`config.mk`:
```
export PLATFORM = sky130hd
export DESIGN_NAME = vs1003_sci_reader
export DESIGN_NICKNAME = d
export VERILOG_FILES = /design/src/rtl/vs1003_sci_reader.sv
export SDC_FILE = /design/constraint.sdc
export NUM_CORES = 1
export LEC_CHECK = 0
export CAP_MARGIN = 5
export CORE_ASPECT_RATIO = 0.75
export CORE_MARGIN = 3
export CORE_UTILIZATION = 45
export DETAILED_ROUTE_END_ITERATION = 8
export PLACE_DENSITY = 0.68
export RECOVER_POWER = 100
export SLEW_MARGIN = 20
export SYNTH_ARGS = -nofsm -noshare
export SYNTH_HDL_FRONTEND = slang
export SYNTH_SLANG_ARGS = --single-unit
```
`constraint.sdc`:
```
create_clock -name clk -period 3.3 [get_ports clk]
set_clock_uncertainty 0.1 [all_clocks]
set_input_delay 0.495 -clock clk [delete_from_list [all_inputs] [get_ports clk]]
set_output_delay 0.495 -clock clk [all_outputs]
set_load 0.01 [all_outputs]
```
`src/rtl/vs1003_sci_reader.sv`:
```
// vs1003_sci_reader: SCI read frame (opcode 0x03, addr) to the VS1003, returning the 16-bit register value from SO
module vs1003_sci_reader #(
  parameter int SCK_HALF = 1
) (
  input  logic        clk,
  input  logic        rst,
  input  logic        start,
  input  logic [7:0]  addr,
  input  logic        SO,
  input  logic        DREQ,
  output logic        XCS,
  output logic        SCK,
  output logic        SI,
  output logic [15:0] rdata,
  output logic        busy,
  output logic        done
);
  typedef enum logic [2:0] {IDLE, WAIT, SETUP, SHIFT, HOLD, GAP} state_t;
  localparam logic [7:0] HM = 8'(SCK_HALF - 1);
  state_t      state;
  logic [7:0]  cnt;
  logic [4:0]  bitn;
  logic [30:0] sr;
  logic [15:0] rx;
  logic        last;
  assign last = cnt == HM;
  // sr holds frame bits 30..0; frame bit 31 (opcode MSB) is always 0 so SI idles correctly through SETUP
  always_ff @(posedge clk) begin
    if (!rst) begin
      state <= IDLE;
      XCS   <= 1'b1;
      SCK   <= 1'b0;
      SI    <= 1'b0;
      busy  <= 1'b0;
      done  <= 1'b0;
      rdata <= '0;
      cnt   <= '0;
      bitn  <= '0;
      sr    <= '0;
      rx    <= '0;
    end else begin
      done <= 1'b0;
      cnt  <= last ? 8'd0 : cnt + 8'd1;
      case (state)
        IDLE: begin
          cnt <= '0;
          if (start) begin
            sr    <= {7'h03, addr, 16'h0000};
            busy  <= 1'b1;
            XCS   <= !DREQ;
            state <= DREQ ? SETUP : WAIT;
          end
        end
        WAIT: begin
          cnt <= '0;
          if (DREQ) begin
            XCS   <= 1'b0;
            state <= SETUP;
          end
        end
        SETUP: if (last) begin
          SCK   <= 1'b1;
          bitn  <= '0;
          state <= SHIFT;
        end
        SHIFT: if (last) begin
          SCK <= !SCK;
          if (SCK) begin
            if (bitn[4]) rx <= {rx[14:0], SO};
            SI <= sr[30];
            sr <= {sr[29:0], 1'b0};
          end else if (bitn == 5'd31) begin
            SCK   <= 1'b0;
            state <= HOLD;
          end else bitn <= bitn + 5'd1;
        end
        HOLD: if (last) begin
          XCS   <= 1'b1;
          done  <= 1'b1;
          rdata <= rx;
          state <= GAP;
        end
        GAP: if (last) begin
          busy  <= 1'b0;
          state <= IDLE;
        end
        default: state <= IDLE;
      endcase
    end
  end
endmodule
```
# [Word-level counts from Yosys, hierarchy flattened]
# Cells that the tools add are included.
[totals] regBits=84 input_bits=13 output_inout_bits=21
[classes] n_addsub=2 n_eq_ne=16 mux=31 n_bitwise=1 n_reduce_logical=19
[op_table] op="$mux 31" count=3
[op_table] op="$pmux 31 s2" count=1
[op_table] op="$mux 3" count=8
[op_table] op="$mux 5" count=4
[op_table] op="$ne 2x2->1 const B" count=10
[op_table] op="$pmux 3 s6" count=1
[op_table] op="$reduce_and 4->1" count=3
[op_table] op="$pmux 5 s2" count=1
[op_table] op="$mux 1" count=9
[op_table] op="$reduce_and 3->1" count=3
[op_table] op="$add 8x1->8 const B" count=1
[op_table] op="$logic_not 8->1" count=1
[op_table] op="$reduce_and 8->1" count=1
[op_table] op="$eq 3x2->1 const B" count=2
[op_table] op="$eq 3x3->1 const B" count=2
[op_table] op="$reduce_bool 2->1" count=3
[op_table] op="$add 5x1->5 const B" count=1
[op_table] op="$eq 5x5->1 const B" count=1
[op_table] op="$reduce_and 5->1" count=1
[op_table] op="$pmux 1 s2" count=2
[op_table] op="$reduce_and 2->1" count=2
[op_table] op="$reduce_or 4->1" count=1
[op_table] op="$eq 3x1->1 const B" count=1
[op_table] op="$logic_not 3->1" count=1
[op_table] op="5 further kinds" count=6

# [Depth between registers and ports, before layout]
[depth] ltp_word=5 depth_mapped=8 depth_no_buf=7

# [Worst setup path before layout]
# Ideal clock, no wire load.
[synth_timing] path_kind="reg2reg" from="register bitn[0]" to="register bitn[3]" t_arrival_ns=1.818 path_slack_ns=1.307 stages_incl_launch_ff=8 n_path_buf=0 period_less_slack_ns=1.993 path_cell_list="dfxtp_1 ha_1 and3_1 ha_1 o21ai_0 nand4_1 or4_1 o22ai_1"
[synth_between] elab_chain_cells=5 word_cells_on_any_way=8
[synth_rtl] item="start, declared" line_no="22" text="logic [4:0] bitn;"
[synth_rtl] item="start signal, assigned" line_no="75" text="end else bitn <= bitn + 5'd1;"
[synth_rtl] item="$add 5x1->5" line_no="75"
[synth_rtl] item="$mux 5" line_no="72" text="end else if (bitn == 5'd31) begin"
[synth_rtl] item="$mux 5" line_no="68" text="if (SCK) begin"
[synth_rtl] item="$mux 5" line_no="66" text="SHIFT: if (last) begin"
[synth_rtl] item="$pmux 5 s2" line_no="44" text="case (state)"
# Several ways; a longest one is shown, not always the timed one. The select of a mux whose other input is x is not followed.
# A chain may end at the register's enable or synchronous reset.

# [Worst setup path after layout]
[layout_timing] from="register state[0]" to="register rdata[5]"
[layout_between] elab_chain_cells=2
[layout_rtl] item="start, declared" line_no="20" text="state_t state;"
[layout_rtl] item="start signal, assigned" line_no="51" text="state <= DREQ ? SETUP : WAIT;"
[layout_rtl] item="$eq 3x3->1" line_no="44"
[layout_rtl] item="$reduce_and 2->1 (no source line)"
[layout_rtl] item="end signal, assigned" line_no="80" text="rdata <= rx;"
[layout_rtl] item="end, declared" line_no="14" text="output logic [15:0] rdata,"
# No other way between the ends.

==> metrics.md <==
| Metric | Value |
|---|---|
| Die height | `74.5 um` |
| Minimum clock period | `2460 ps` |
| R2R Path End | `rdata[5]` |
| Pwr Density | `476 nW/um2` |
| Register area share after synthesis | `0.483` |
| Class of the worst hold path | `register to register` |
| Total GRT Usage | `0.168` |
| End of the critical path | `rdata[5]` |
| Cell area after synthesis | `2820 um2` |
| Final Hold Viols | `0` |
| RSZ-0062 raised after global routing | `false` |
| Setup tns final | `0 ps` |
| DRC viols | `0` |
| Place WS | `1130 ps` |
| Share of layout cells above drive strength 1 | `0.0600` |
| Die width | `97.4 um` |
| Core Rows | `24` |
| Worst Reg-to-Reg Cells | `5` |
| RD Place Congestion | `0.884` |
| Synth cell count leaders | `68 x dfxtp_1, 39 x nand3_1, 37 x nand2_1` |
| CTS sink count | `68` |
| Clock buffer depth | `2` |
| CTS buffer count | `9` |
| Post-DP HPWL | `3760 um` |
| Cts hold-fix bufs | `0` |
| TritonCTS clock tree | `yes` |
| Sequential Power Share | `0.543` |
| Core Util, Final | `0.560` |
| Required @ worst endpoint | `3410 ps` |
| Syn_area_per_cell | `8.73 um2` |
| FMAX | `0.407 GHz` |
| Pin slew with the least headroom to its limit | `1230 ps` |
| Final critical-path share of the clock period | `0.744` |
| Crit end category | `register` |
| Number of global-route vias before repair | `2,098` |
| # port buffers | `33` |
| Most used DFF post-synth | `dfxtp_1` |
| Combinational power share | `0.072` |
| DR vias/cell | `5.42` |
| CTS H-tree lvls | `3` |
| First-pass DRT Iterations | `4` |
| Slowest stage delay, CP | `910 ps` |
| CP arrival | `2570 ps` |
| Area share of the leading cell type in the synthesized netlist | `0.483` |
| Routed length per instance | `13.5 um` |
| Placed insts | `414` |
| Final setup margin | `844 ps` |
| Yosys reg bits | `68` |
| DRT Wirelength | `5790 um` |
| Clock root cell | `clkbuf_8` |
| Post-Synthesis Cells | `323` |
| I/O Pins | `34` |
| Largest area contributor in the netlist | `dfxtp_1` |
| Vias | `2,319` |
| Post-CTS setup buffers | `0` |
| Max IR drop VDD | `209 uV` |
| Leak | `1.34 nW` |
| Grt ovf | `0` |
| Critical-path top delay cell | `clkbuf_1` |
| Worst-path fanout max | `17` |
| # setup viols final | `0` |
| Placeable Area | `5950 um2` |
| First-pass GRT wire length | `9880 um` |
| Synth warn | `0` |
| Initial drt markers | `100` |
| Crit Path Category | `register to register` |
| Initial core utilization | `0.474` |
| Worst Setup SP | `state[0]` |
| Async SR Flop Fraction | `0` |
| Clk slew on worst S/H paths | `70 ps` |
| Critical R2R Launch | `state[0]` |
| Synth unique cells | `43` |
| Area delta synth->final | `18.2%` |
| Startpoint types | `register` |
| R2r setup slk | `840 ps` |
| P_int | `1.22 mW` |
| Die area | `7260 um2` |
| Synth area leaders | `dfxtp_1 48%, nand3_1 6.9%, mux2i_1 6.0%, nand2_1 4.9%, nor2_1 3.9%` |
| Diode count | `0` |
| Post-synth EDFFs | `0` |
| Initial antenna violation count | `0` |
| Syn nets | `340` |
| Switching share of power | `0.234` |
| Final std cells w/o fill | `428` |
| ANT nets after route | `0` |
| Slew Limit Headroom | `0.177` |
| CP cell instances | `inv_1, nand4_1, clkbuf_1, mux2i_1, nor2_1` |
| Psw | `0.370 mW` |
| Most common cell in the netlist | `dfxtp_1` |
| Status | `finished clean` |
| Clock share of power | `0.386` |
| Largest net degree at the start of global routing | `41` |
| Final nets | `364` |
| Post-CTS sizing | `0` |
| Max-slew violation count | `0` |
| Clk_lat worst skew | `330 ps` |
| Max-cap check violation count | `0` |
==> area by class of cell <==
cell class              count  area [um2]
repair buffers             37         353
inverters                   5        18.8
clock buffers              13         169
fillers                   566        2620
well taps                  78        97.6
clock inverters             1        7.51
flip-flops and latches     68        1360
multi-input cells         226        1320
==> layout by cell type, fill, tap and decap left out, drive strengths merged, types with 4 or more instances in the layout <==
cell,synthesis,routed
dlygate4sd3,0,21
xor2,4,4
and3,5,5
a311oi,7,7
nor3,15,15
nor2b,4,4
nand4,6,6
o21ai,19,19
nor2,29,29
ha,4,4
clkdlybuf4s50,0,12
a21oi,13,13
clkbuf,16,15
mux2i,17,17
dfxtp,68,68
inv,5,5
nand2,37,37
nand3,41,41
==> power groups by stage <==
stage | combinational [mW] | clock [mW] | sequential [mW]
detailed placement | 0.114 | 0 | 0.879
floorplan | 0.0823 | 0 | 0.870
finish | 0.114 | 0.612 | 0.861
CTS | 0.115 | 0.633 | 0.861
global route | 0.127 | 0.669 | 0.864
global placement | 0.112 | 0 | 0.879
==> critical path, delay by kind of cell, from the launching register on <==
family / cells / cell delay, ps
DFF: 1 / 630
buffers and inverters: 2 / 1130
muxes: 1 / 290
and+or+nand+nor: 2 / 170
==> sequential cells by signal, indices dropped and copies added (netlist names) <==
name   flops
rdata     16
SCK        1
bitn       5
SI         1
rx        16
busy       1
cnt        8
sr        15
XCS        1
done       1
state      3
==> cell families after synthesis <==
logic type	synth area share
adders and majority gates	0.0178
xor gates and xnor gates	0.0186
muxes	0.0604
and+or+nand+nor	0.264
DFF	0.483
AOI/OAI and AO/OA	0.111
buffers and inverters	0.0453
==> per-stage QoR <==
step                      hold slack (ps)  power [mW]  cell area, um2
final                                 360        1.59            3330
after global routing                  393        1.66            3330
after CTS                             364        1.61            3340
after detailed placement              351       0.993            3170
after global placement                342       0.991            3170
after floorplan                       326       0.952            2820
==> metal layers <==
metal | GRT usage | wire length (um)
met4 | 0.0369 | 70
met1 | 0.232 | 2930
met5 | 0 | 0
met2 | 0.251 | 2520
met3 | 0.0665 | 274
==> how the worst min path moves through the flow <==
stage,from,end,depth (start not counted)
finish,SI,SI,2
global route,sr[28],sr[28],2
CTS,rx[15],rx[15],2
detailed placement,sr[30],SI,2
global placement,cnt[0],cnt[0],1
floorplan,cnt[0],cnt[0],1
Note: power is estimated with default switching activity, not from simulation.
